==> src/rtl/count_mon_pkg.sv <==
// rtl/count_mon_pkg.sv - shared types for the count threshold monitor
// FSM state and event-type encodings.
package count_mon_pkg;

  localparam logic [1:0] ST_IDLE    = 2'd0;
  localparam logic [1:0] ST_ARMED   = 2'd1;
  localparam logic [1:0] ST_HOLDOFF = 2'd2;

  typedef enum logic [1:0] {
    S_IDLE    = ST_IDLE,
    S_ARMED   = ST_ARMED,
    S_HOLDOFF = ST_HOLDOFF
  } state_t;

  typedef enum logic {
    EVT_MATCH = 1'b0,
    EVT_WRAP  = 1'b1
  } evt_type_t;

endpackage

==> src/rtl/count_threshold_monitor_if.sv <==
// rtl/count_threshold_monitor_if.sv - event stream between monitor and consumer
// master = event source (monitor), slave = consumer.
interface count_threshold_monitor_if
  import count_mon_pkg::*;
#(
  parameter int DATA_WIDTH = 8,
  parameter int TS_WIDTH   = 16
);

  logic                  evt_valid;
  logic                  evt_ready;
  evt_type_t             evt_type;
  logic [DATA_WIDTH-1:0] evt_count;
  logic [TS_WIDTH-1:0]   evt_ts;

  modport master (
    output evt_valid,
    output evt_type,
    output evt_count,
    output evt_ts,
    input  evt_ready
  );

  modport slave (
    input  evt_valid,
    input  evt_type,
    input  evt_count,
    input  evt_ts,
    output evt_ready
  );

endinterface

==> src/rtl/event_fifo.sv <==
// rtl/event_fifo.sv - synchronous event queue with push/pop/full/empty
// A push into a full queue is taken only when a pop happens in the same cycle.
module event_fifo #(
  parameter int WIDTH = 8,
  parameter int DEPTH = 4
) (
  input  logic             clk,
  input  logic             rst,
  input  logic             push,
  input  logic [WIDTH-1:0] wr_data,
  input  logic             pop,
  output logic [WIDTH-1:0] rd_data,
  output logic             full,
  output logic             empty
);

  localparam int AW = $clog2(DEPTH);

  logic [WIDTH-1:0] mem [DEPTH];
  logic [AW:0]      wr_ptr;
  logic [AW:0]      rd_ptr;
  logic             do_push;
  logic             do_pop;

  // Extra pointer bit distinguishes full from empty when the indices coincide.
  assign empty   = (wr_ptr == rd_ptr);
  assign full    = (wr_ptr[AW] != rd_ptr[AW]) && (wr_ptr[AW-1:0] == rd_ptr[AW-1:0]);
  assign do_pop  = pop && !empty;
  assign do_push = push && (!full || do_pop);
  assign rd_data = mem[rd_ptr[AW-1:0]];

  always_ff @(posedge clk or negedge rst) begin
    if (!rst) begin
      wr_ptr <= '0;
      rd_ptr <= '0;
      for (int i = 0; i < DEPTH; i++) begin
        mem[i] <= '0;
      end
    end else begin
      if (do_push) begin
        mem[wr_ptr[AW-1:0]] <= wr_data;
        wr_ptr              <= wr_ptr + (AW+1)'(1);
      end
      if (do_pop) begin
        rd_ptr <= rd_ptr + (AW+1)'(1);
      end
    end
  end

endmodule

==> src/rtl/count_threshold_monitor.sv <==
// rtl/count_threshold_monitor.sv - edge-qualified threshold detector with timestamped event queue
// Optional wrap/reload detection under COUNT_MON_WRAP_DETECT_EN.
module count_threshold_monitor
  import count_mon_pkg::*;
#(
  parameter int DATA_WIDTH = 8,
  parameter int TS_WIDTH   = 16,
  parameter int FIFO_DEPTH = 4,
  parameter int HOLDOFF    = 4
) (
  input  logic                  clk,
  input  logic                  rst,
  input  logic [DATA_WIDTH-1:0] count_in,
  input  logic                  arm,
  input  logic                  disarm,
  input  logic                  thr_wr,
  input  logic [DATA_WIDTH-1:0] thr_data,
  count_threshold_monitor_if.master evt,
  output logic                  overflow,
  input  logic                  ovf_clr,
  output logic [1:0]            state_o
);

  localparam int HCNT_W = $clog2(HOLDOFF + 1);
`ifdef COUNT_MON_WRAP_DETECT_EN
  localparam int EW = 1 + DATA_WIDTH + TS_WIDTH;
`else
  localparam int EW = DATA_WIDTH + TS_WIDTH;
`endif

  state_t                state_q, state_d;
  logic [HCNT_W-1:0]     hcnt_q, hcnt_d;
  logic [DATA_WIDTH-1:0] thr_q;
  logic [DATA_WIDTH-1:0] prev_q;
  logic [TS_WIDTH-1:0]   ts_q;
  logic                  ovf_q;

  logic                  match_hit;
  logic                  push_match;
  logic                  push_evt;
  logic                  pop_evt;
  logic                  fifo_full;
  logic                  fifo_empty;
  logic                  drop;
  logic [EW-1:0]         wr_data;
  logic [EW-1:0]         rd_data;

  // Edge qualification: a counter parked on the threshold matches only once.
  assign match_hit  = (count_in == thr_q) && (count_in != prev_q);
  assign push_match = !disarm && (state_q == S_ARMED) && match_hit;

`ifdef COUNT_MON_WRAP_DETECT_EN
  logic wrap_hit;
  logic push_wrap;

  assign wrap_hit  = (count_in < prev_q) && ((state_q == S_ARMED) || (state_q == S_HOLDOFF));
  assign push_wrap = !disarm && wrap_hit && !push_match;
  assign push_evt  = push_match || push_wrap;
  assign wr_data   = {push_match ? EVT_MATCH : EVT_WRAP, count_in, ts_q};
  assign evt.evt_type = evt_type_t'(rd_data[EW-1]);
`else
  assign push_evt  = push_match;
  assign wr_data   = {count_in, ts_q};
  assign evt.evt_type = EVT_MATCH;
`endif

  assign pop_evt       = evt.evt_valid && evt.evt_ready;
  assign drop          = push_evt && fifo_full && !pop_evt;
  assign evt.evt_valid = !fifo_empty;
  assign evt.evt_count = rd_data[TS_WIDTH +: DATA_WIDTH];
  assign evt.evt_ts    = rd_data[TS_WIDTH-1:0];
  assign overflow      = ovf_q;
  assign state_o       = state_q;

  event_fifo #(
    .WIDTH (EW),
    .DEPTH (FIFO_DEPTH)
  ) u_fifo (
    .clk     (clk),
    .rst     (rst),
    .push    (push_evt),
    .wr_data (wr_data),
    .pop     (pop_evt),
    .rd_data (rd_data),
    .full    (fifo_full),
    .empty   (fifo_empty)
  );

  always_comb begin
    state_d = state_q;
    hcnt_d  = hcnt_q;
    case (state_q)
      S_IDLE: begin
        if (arm) state_d = S_ARMED;
      end
      S_ARMED: begin
        if (match_hit) begin
          state_d = S_HOLDOFF;
          hcnt_d  = HCNT_W'(HOLDOFF);
        end
      end
      S_HOLDOFF: begin
        hcnt_d = hcnt_q - HCNT_W'(1);
        if (hcnt_q == HCNT_W'(1)) state_d = S_ARMED;
      end
      default: state_d = S_IDLE;
    endcase
    if (disarm) state_d = S_IDLE;
  end

  always_ff @(posedge clk or negedge rst) begin
    if (!rst) begin
      state_q <= S_IDLE;
      hcnt_q  <= '0;
      thr_q   <= '0;
      prev_q  <= '0;
      ts_q    <= '0;
      ovf_q   <= 1'b0;
    end else begin
      state_q <= state_d;
      hcnt_q  <= hcnt_d;
      prev_q  <= count_in;
      ts_q    <= ts_q + TS_WIDTH'(1);
      if (thr_wr) thr_q <= thr_data;
      // A drop in the same cycle as a clear keeps the flag set.
      if (drop) ovf_q <= 1'b1;
      else if (ovf_clr) ovf_q <= 1'b0;
    end
  end

endmodule
==> src/flat_wrapper.sv <==
// flat-port wrapper written by rule: the top's interface ports become plain ports
module count_threshold_monitor_flat import count_mon_pkg::*;
#(
  parameter int DATA_WIDTH = 8,
  parameter int TS_WIDTH   = 16,
  parameter int FIFO_DEPTH = 4,
  parameter int HOLDOFF    = 4
)
  (clk, rst, count_in, arm, disarm, thr_wr, thr_data, overflow, ovf_clr, state_o, evt_evt_valid, evt_evt_type, evt_evt_count, evt_evt_ts, evt_evt_ready);
  count_threshold_monitor_if #(.DATA_WIDTH(DATA_WIDTH), .TS_WIDTH(TS_WIDTH)) evt_i ();
  input  logic clk;
  input  logic rst;
  input  logic [DATA_WIDTH-1:0] count_in;
  input  logic arm;
  input  logic disarm;
  input  logic thr_wr;
  input  logic [DATA_WIDTH-1:0] thr_data;
  output logic overflow;
  input  logic ovf_clr;
  output logic [1:0] state_o;
  output wire logic [$bits(evt_i.evt_valid)-1:0] evt_evt_valid;
  output wire logic [$bits(evt_i.evt_type)-1:0] evt_evt_type;
  output wire logic [$bits(evt_i.evt_count)-1:0] evt_evt_count;
  output wire logic [$bits(evt_i.evt_ts)-1:0] evt_evt_ts;
  input wire logic [$bits(evt_i.evt_ready)-1:0] evt_evt_ready;
  assign evt_evt_valid = evt_i.evt_valid;
  assign evt_evt_type = evt_i.evt_type;
  assign evt_evt_count = evt_i.evt_count;
  assign evt_evt_ts = evt_i.evt_ts;
  assign evt_i.evt_ready = evt_evt_ready;
  count_threshold_monitor #(.DATA_WIDTH(DATA_WIDTH), .TS_WIDTH(TS_WIDTH), .FIFO_DEPTH(FIFO_DEPTH), .HOLDOFF(HOLDOFF)) u_core (.clk(clk), .rst(rst), .count_in(count_in), .arm(arm), .disarm(disarm), .thr_wr(thr_wr), .thr_data(thr_data), .evt(evt_i), .overflow(overflow), .ovf_clr(ovf_clr), .state_o(state_o));
endmodule
==> config.mk <==
export PLATFORM = sky130hd
export DESIGN_NAME = count_threshold_monitor_flat
export DESIGN_NICKNAME = d
export VERILOG_FILES = /design/src/rtl/count_mon_pkg.sv /design/src/rtl/count_threshold_monitor_if.sv /design/src/rtl/event_fifo.sv /design/src/rtl/count_threshold_monitor.sv /design/src/flat_wrapper.sv
export SDC_FILE = /design/constraint.sdc
export NUM_CORES = 1
export LEC_CHECK = 0
export ABC_AREA = 1
export CORE_MARGIN = 4
export CORE_UTILIZATION = 31
export DETAILED_ROUTE_END_ITERATION = 7
export DONT_BUFFER_PORTS = 1
export HOLD_SLACK_MARGIN = 0.08
export SLEW_MARGIN = 20
export SYNTH_ARGS = -nofsm -noshare
export SYNTH_HDL_FRONTEND = slang
export SYNTH_HIERARCHICAL = 1
export SYNTH_SLANG_ARGS = --single-unit
==> constraint.sdc <==
create_clock -name clk -period 3.2 [get_ports clk]
set_input_delay 0.64 -clock clk [delete_from_list [all_inputs] [get_ports clk]]
set_output_delay 0.64 -clock clk [all_outputs]
set_load 0.03 [all_outputs]
==> flow_metrics.py <==
metrics = {
    "outcome": {
        "status": "finished with violations",
        "violations": "hold timing",
    },
    "detailed_routing": {
        "drc": 0,
        "wirelength_microns": 18200,
        "via_count": 5654,
        "post_drt_wl_per_cell_microns": 16.2,
        "avgViaCountPerCell": 5.04,
        "drtIter0Drc": 424,
        "drt_pass1_iterations": 5,
        "ant_nets": 0,
    },
    "placement": {
        "placedCellCount": 1091,
        "place_hpwl_microns": 10700,
        "postPlaceCellArea_sq_um": 7240,
        "port_buffers": 0,
        "gp_congestion": 0.752,
    },
    "worst_setup_path": {
        "r2r_start": "u_core/u_fifo/rd_ptr[1]",
        "path_class": "reg2reg",
        "r2r_cells": 11,
        "cp_data_arrival_time_ps": 3150,
        "reg2reg_to": "u_core/u_fifo/mem[89]",
        "reg2reg_slack_ps": 360,
        "endpoint_kind": "register",
        "crit_fanout": 24,
        "cp-start-kind": "register",
        "crit_required_ps": 3510,
    },
    "power_and_ir_drop": {
        "p_switching_mw": 1.49,
        "pwr-share-comb": 0.209,
        "power.share.clock": 0.405,
        "p_seq_frac": 0.386,
        "swShare": 0.308,
        "power_density_nw_per_um2": 618,
        "ir_worst_vdd_uv": 388,
        "p_leak_nw": 4.05,
        "p_int_mw": 3.34,
    },
    "logic_synthesis": {
        "dominantRegCellSynth": "dfrtp_1",
        "syn-instance-count": 830,
        "ys_types": 31,
        "synth_top_area_share": 0.512,
        "async_reset_ff_frac": 1.00,
        "ys_seq_area_frac": 0.512,
        "synth_edf_count": 0,
        "synth_common_cells": "nand2_1 (281), dfrtp_1 (140), nand4_1 (100), nor2_1 (63), o21ai_0 (58)",
        "ys_ff_latch": 140,
        "netlist_area_sq_um": 6840,
        "synth_warnings": 6,
        "netlist.top_cell.by_area": "dfrtp_1",
        "synth.area.top_cells": "dfrtp_1 (51%), nand2_1 (15%), nand4_1 (9.1%), o21ai_0 (4.2%), nor2_1 (3.5%)",
        "synth_area_per_cell_sq_um": 8.24,
        "yosysMostFrequentCell": "nand2_1",
        "synth_nets": 861,
    },
    "timing": {
        "rsz0062_at_grt": "false",
        "final-max-slew-violation-count": 0,
        "tightest_slew_ps": 753,
        "hold_violations": 140,
        "hold_slack_ps": -69.7,
        "fin_skew_ps": 8.38,
        "post-route-period-util": 0.887,
        "slew_headroom": 0.497,
        "tns_ps": 0,
        "fin_crit_ps": 2840,
        "fmax_mhz": 352,
        "finalSetupViolations": 0,
    },
    "cells_and_area": {
        "drive_gt1_frac": 0.106,
        "area_growth_syn_to_layout_pct": 14.4,
        "finalNonFillerCells": 1122,
        "n_antenna_cell": 0,
        "fin_util": 0.360,
        "fin_nets": 861,
        "design_area_sq_um": 7820,
    },
    "cts": {
        "h-tree-depth": 4,
        "cts.sinks": 140,
        "worstSkewPairLatency_ps": 420,
        "cts_buffers": 17,
        "cts_tree": "yes",
        "cts_root_buf": "clkbuf_16",
        "ctsLongestPathBuffers": 2,
        "path_clk_slew_ps": 60,
    },
    "floorplan": {
        "initial_utilization": 0.314,
        "die_height_microns": 157,
        "io_pins": 52,
        "coreArea_sq_um": 21800,
        "die_w_microns": 157,
        "dieArea_sq_um": 24500,
        "row_count": 54,
    },
    "grt": {
        "grt_max_degree": 141,
        "overflow": 0,
        "grt_pass1_wl_microns": 29800,
        "grt_pass1_vias": 5490,
        "grt_usage": 0.152,
        "antenna_found_initial": 0,
    },
    "worst_hold_path": {
        "hold_path.class": "in2async",
    },
    "job": {
        "cap_viol_max_count": 0,
    },
}
-- power groups by stage --
stage	Sequential, mW	Combinational (mW)	Clock (mW)
after floorplan	1.89	0.671	0
after global placement	1.90	1.02	0
after detailed placement	1.90	1.02	0
after CTS	1.87	1.02	1.99
after global routing	1.87	1.10	2.07
final	1.87	1.01	1.95
-- logic make-up (layout without fill, tap and decap cells) --
| logic type | Yosys count | count (layout) | share of synthesized area |
|---|---|---|---|
| flops | 140 | 140 | 0.512 |
| fa+ha+maj | 8 | 8 | 0.0146 |
| xor+xnor | 19 | 19 | 0.0254 |
| simple gates | 473 | 473 | 0.313 |
| other cells | 1 | 1 | 0.000548 |
| buf+inv | 104 | 116 | 0.0666 |
| compound gates | 85 | 85 | 0.0677 |
-- layout make-up --
cell class	instances	area, sq um
inverters	45	169
flip-flops and latches	140	3500
repair buffers	40	325
fillers	2241	13900
multi-input cells	586	2890
well taps	280	350
clock buffers	20	467
clock inverters	11	119
-- stage by stage --
step / setup WS (ps) / hold WS [ps] / power (mW)
floorplan: 966 / 344 / 2.56
global placement: 421 / 358 / 2.91
detailed placement: 366 / 358 / 2.92
CTS: 362 / -105 / 4.88
global route: 75.9 / -102 / 5.04
finish: 363 / -69.7 / 4.83
-- flip-flops by register name (all words and copies together), names as in the netlist --
register              count
u_core/prev_q             8
u_core/u_fifo/rd_ptr      3
u_core/u_fifo/wr_ptr      3
u_core/thr_q              8
u_core/state_o            2
u_core/ts_q              16
u_core/hcnt_q             3
u_core/overflow           1
u_core/u_fifo/mem        96
-- cells in the final DEF (no fill, tap or decap), types with 8 or more instances in the layout --
cell       netlist  final
ha_1             8      8
nand2_1        281    281
xor2_1           9      9
dfrtp_1        140    140
buf_4           11     38
nand4_1        100    100
o21ai_0         58     58
nor2_1          63     63
xnor2_1          9      9
inv_1           42     41
clkbuf_16        0     17
nand3_1         13     13
o22ai_1         24     24
-- critical path, stage by stage, from the launching register on --
cell     delay (ps)
dfrtp_1         530
inv_2            60
nand2_1          60
nand2_1         130
nand4_1         190
inv_1           110
nor2_1          220
inv_1           110
nand4_4         300
nand3_2         670
nand2_1         250
nand2_1          80
-- routing by layer --
layer	GRT usage	share of wire	routed length, microns
met3	0.0354	0.051	920
met4	0.0339	0.0082	150
met2	0.233	0.46	8330
met1	0.221	0.48	8790
met5	0	0	0
-- timing repair --
action                    4_1_cts  5_1_grt
hold endpoints to repair      140      140
resized for setup               0        0
setup buffers                   0        0
-- worst max path at each step --
stage                                  startpoint                    end  slack, ps  depth (start not counted)
after CTS                 u_core/u_fifo/rd_ptr[0]       evt_evt_count[6]        360                          5
final                     u_core/u_fifo/rd_ptr[1]  u_core/u_fifo/mem[89]        360                         11
after global placement    u_core/u_fifo/rd_ptr[1]  u_core/u_fifo/mem[72]        420                         11
after detailed placement              count_in[4]  u_core/u_fifo/mem[10]        370                         11
after floorplan           u_core/u_fifo/rd_ptr[0]       evt_evt_count[2]        970                          6
after global routing      u_core/u_fifo/rd_ptr[1]  u_core/u_fifo/mem[49]         80                         11
Note: power is estimated with default switching activity, not from simulation.
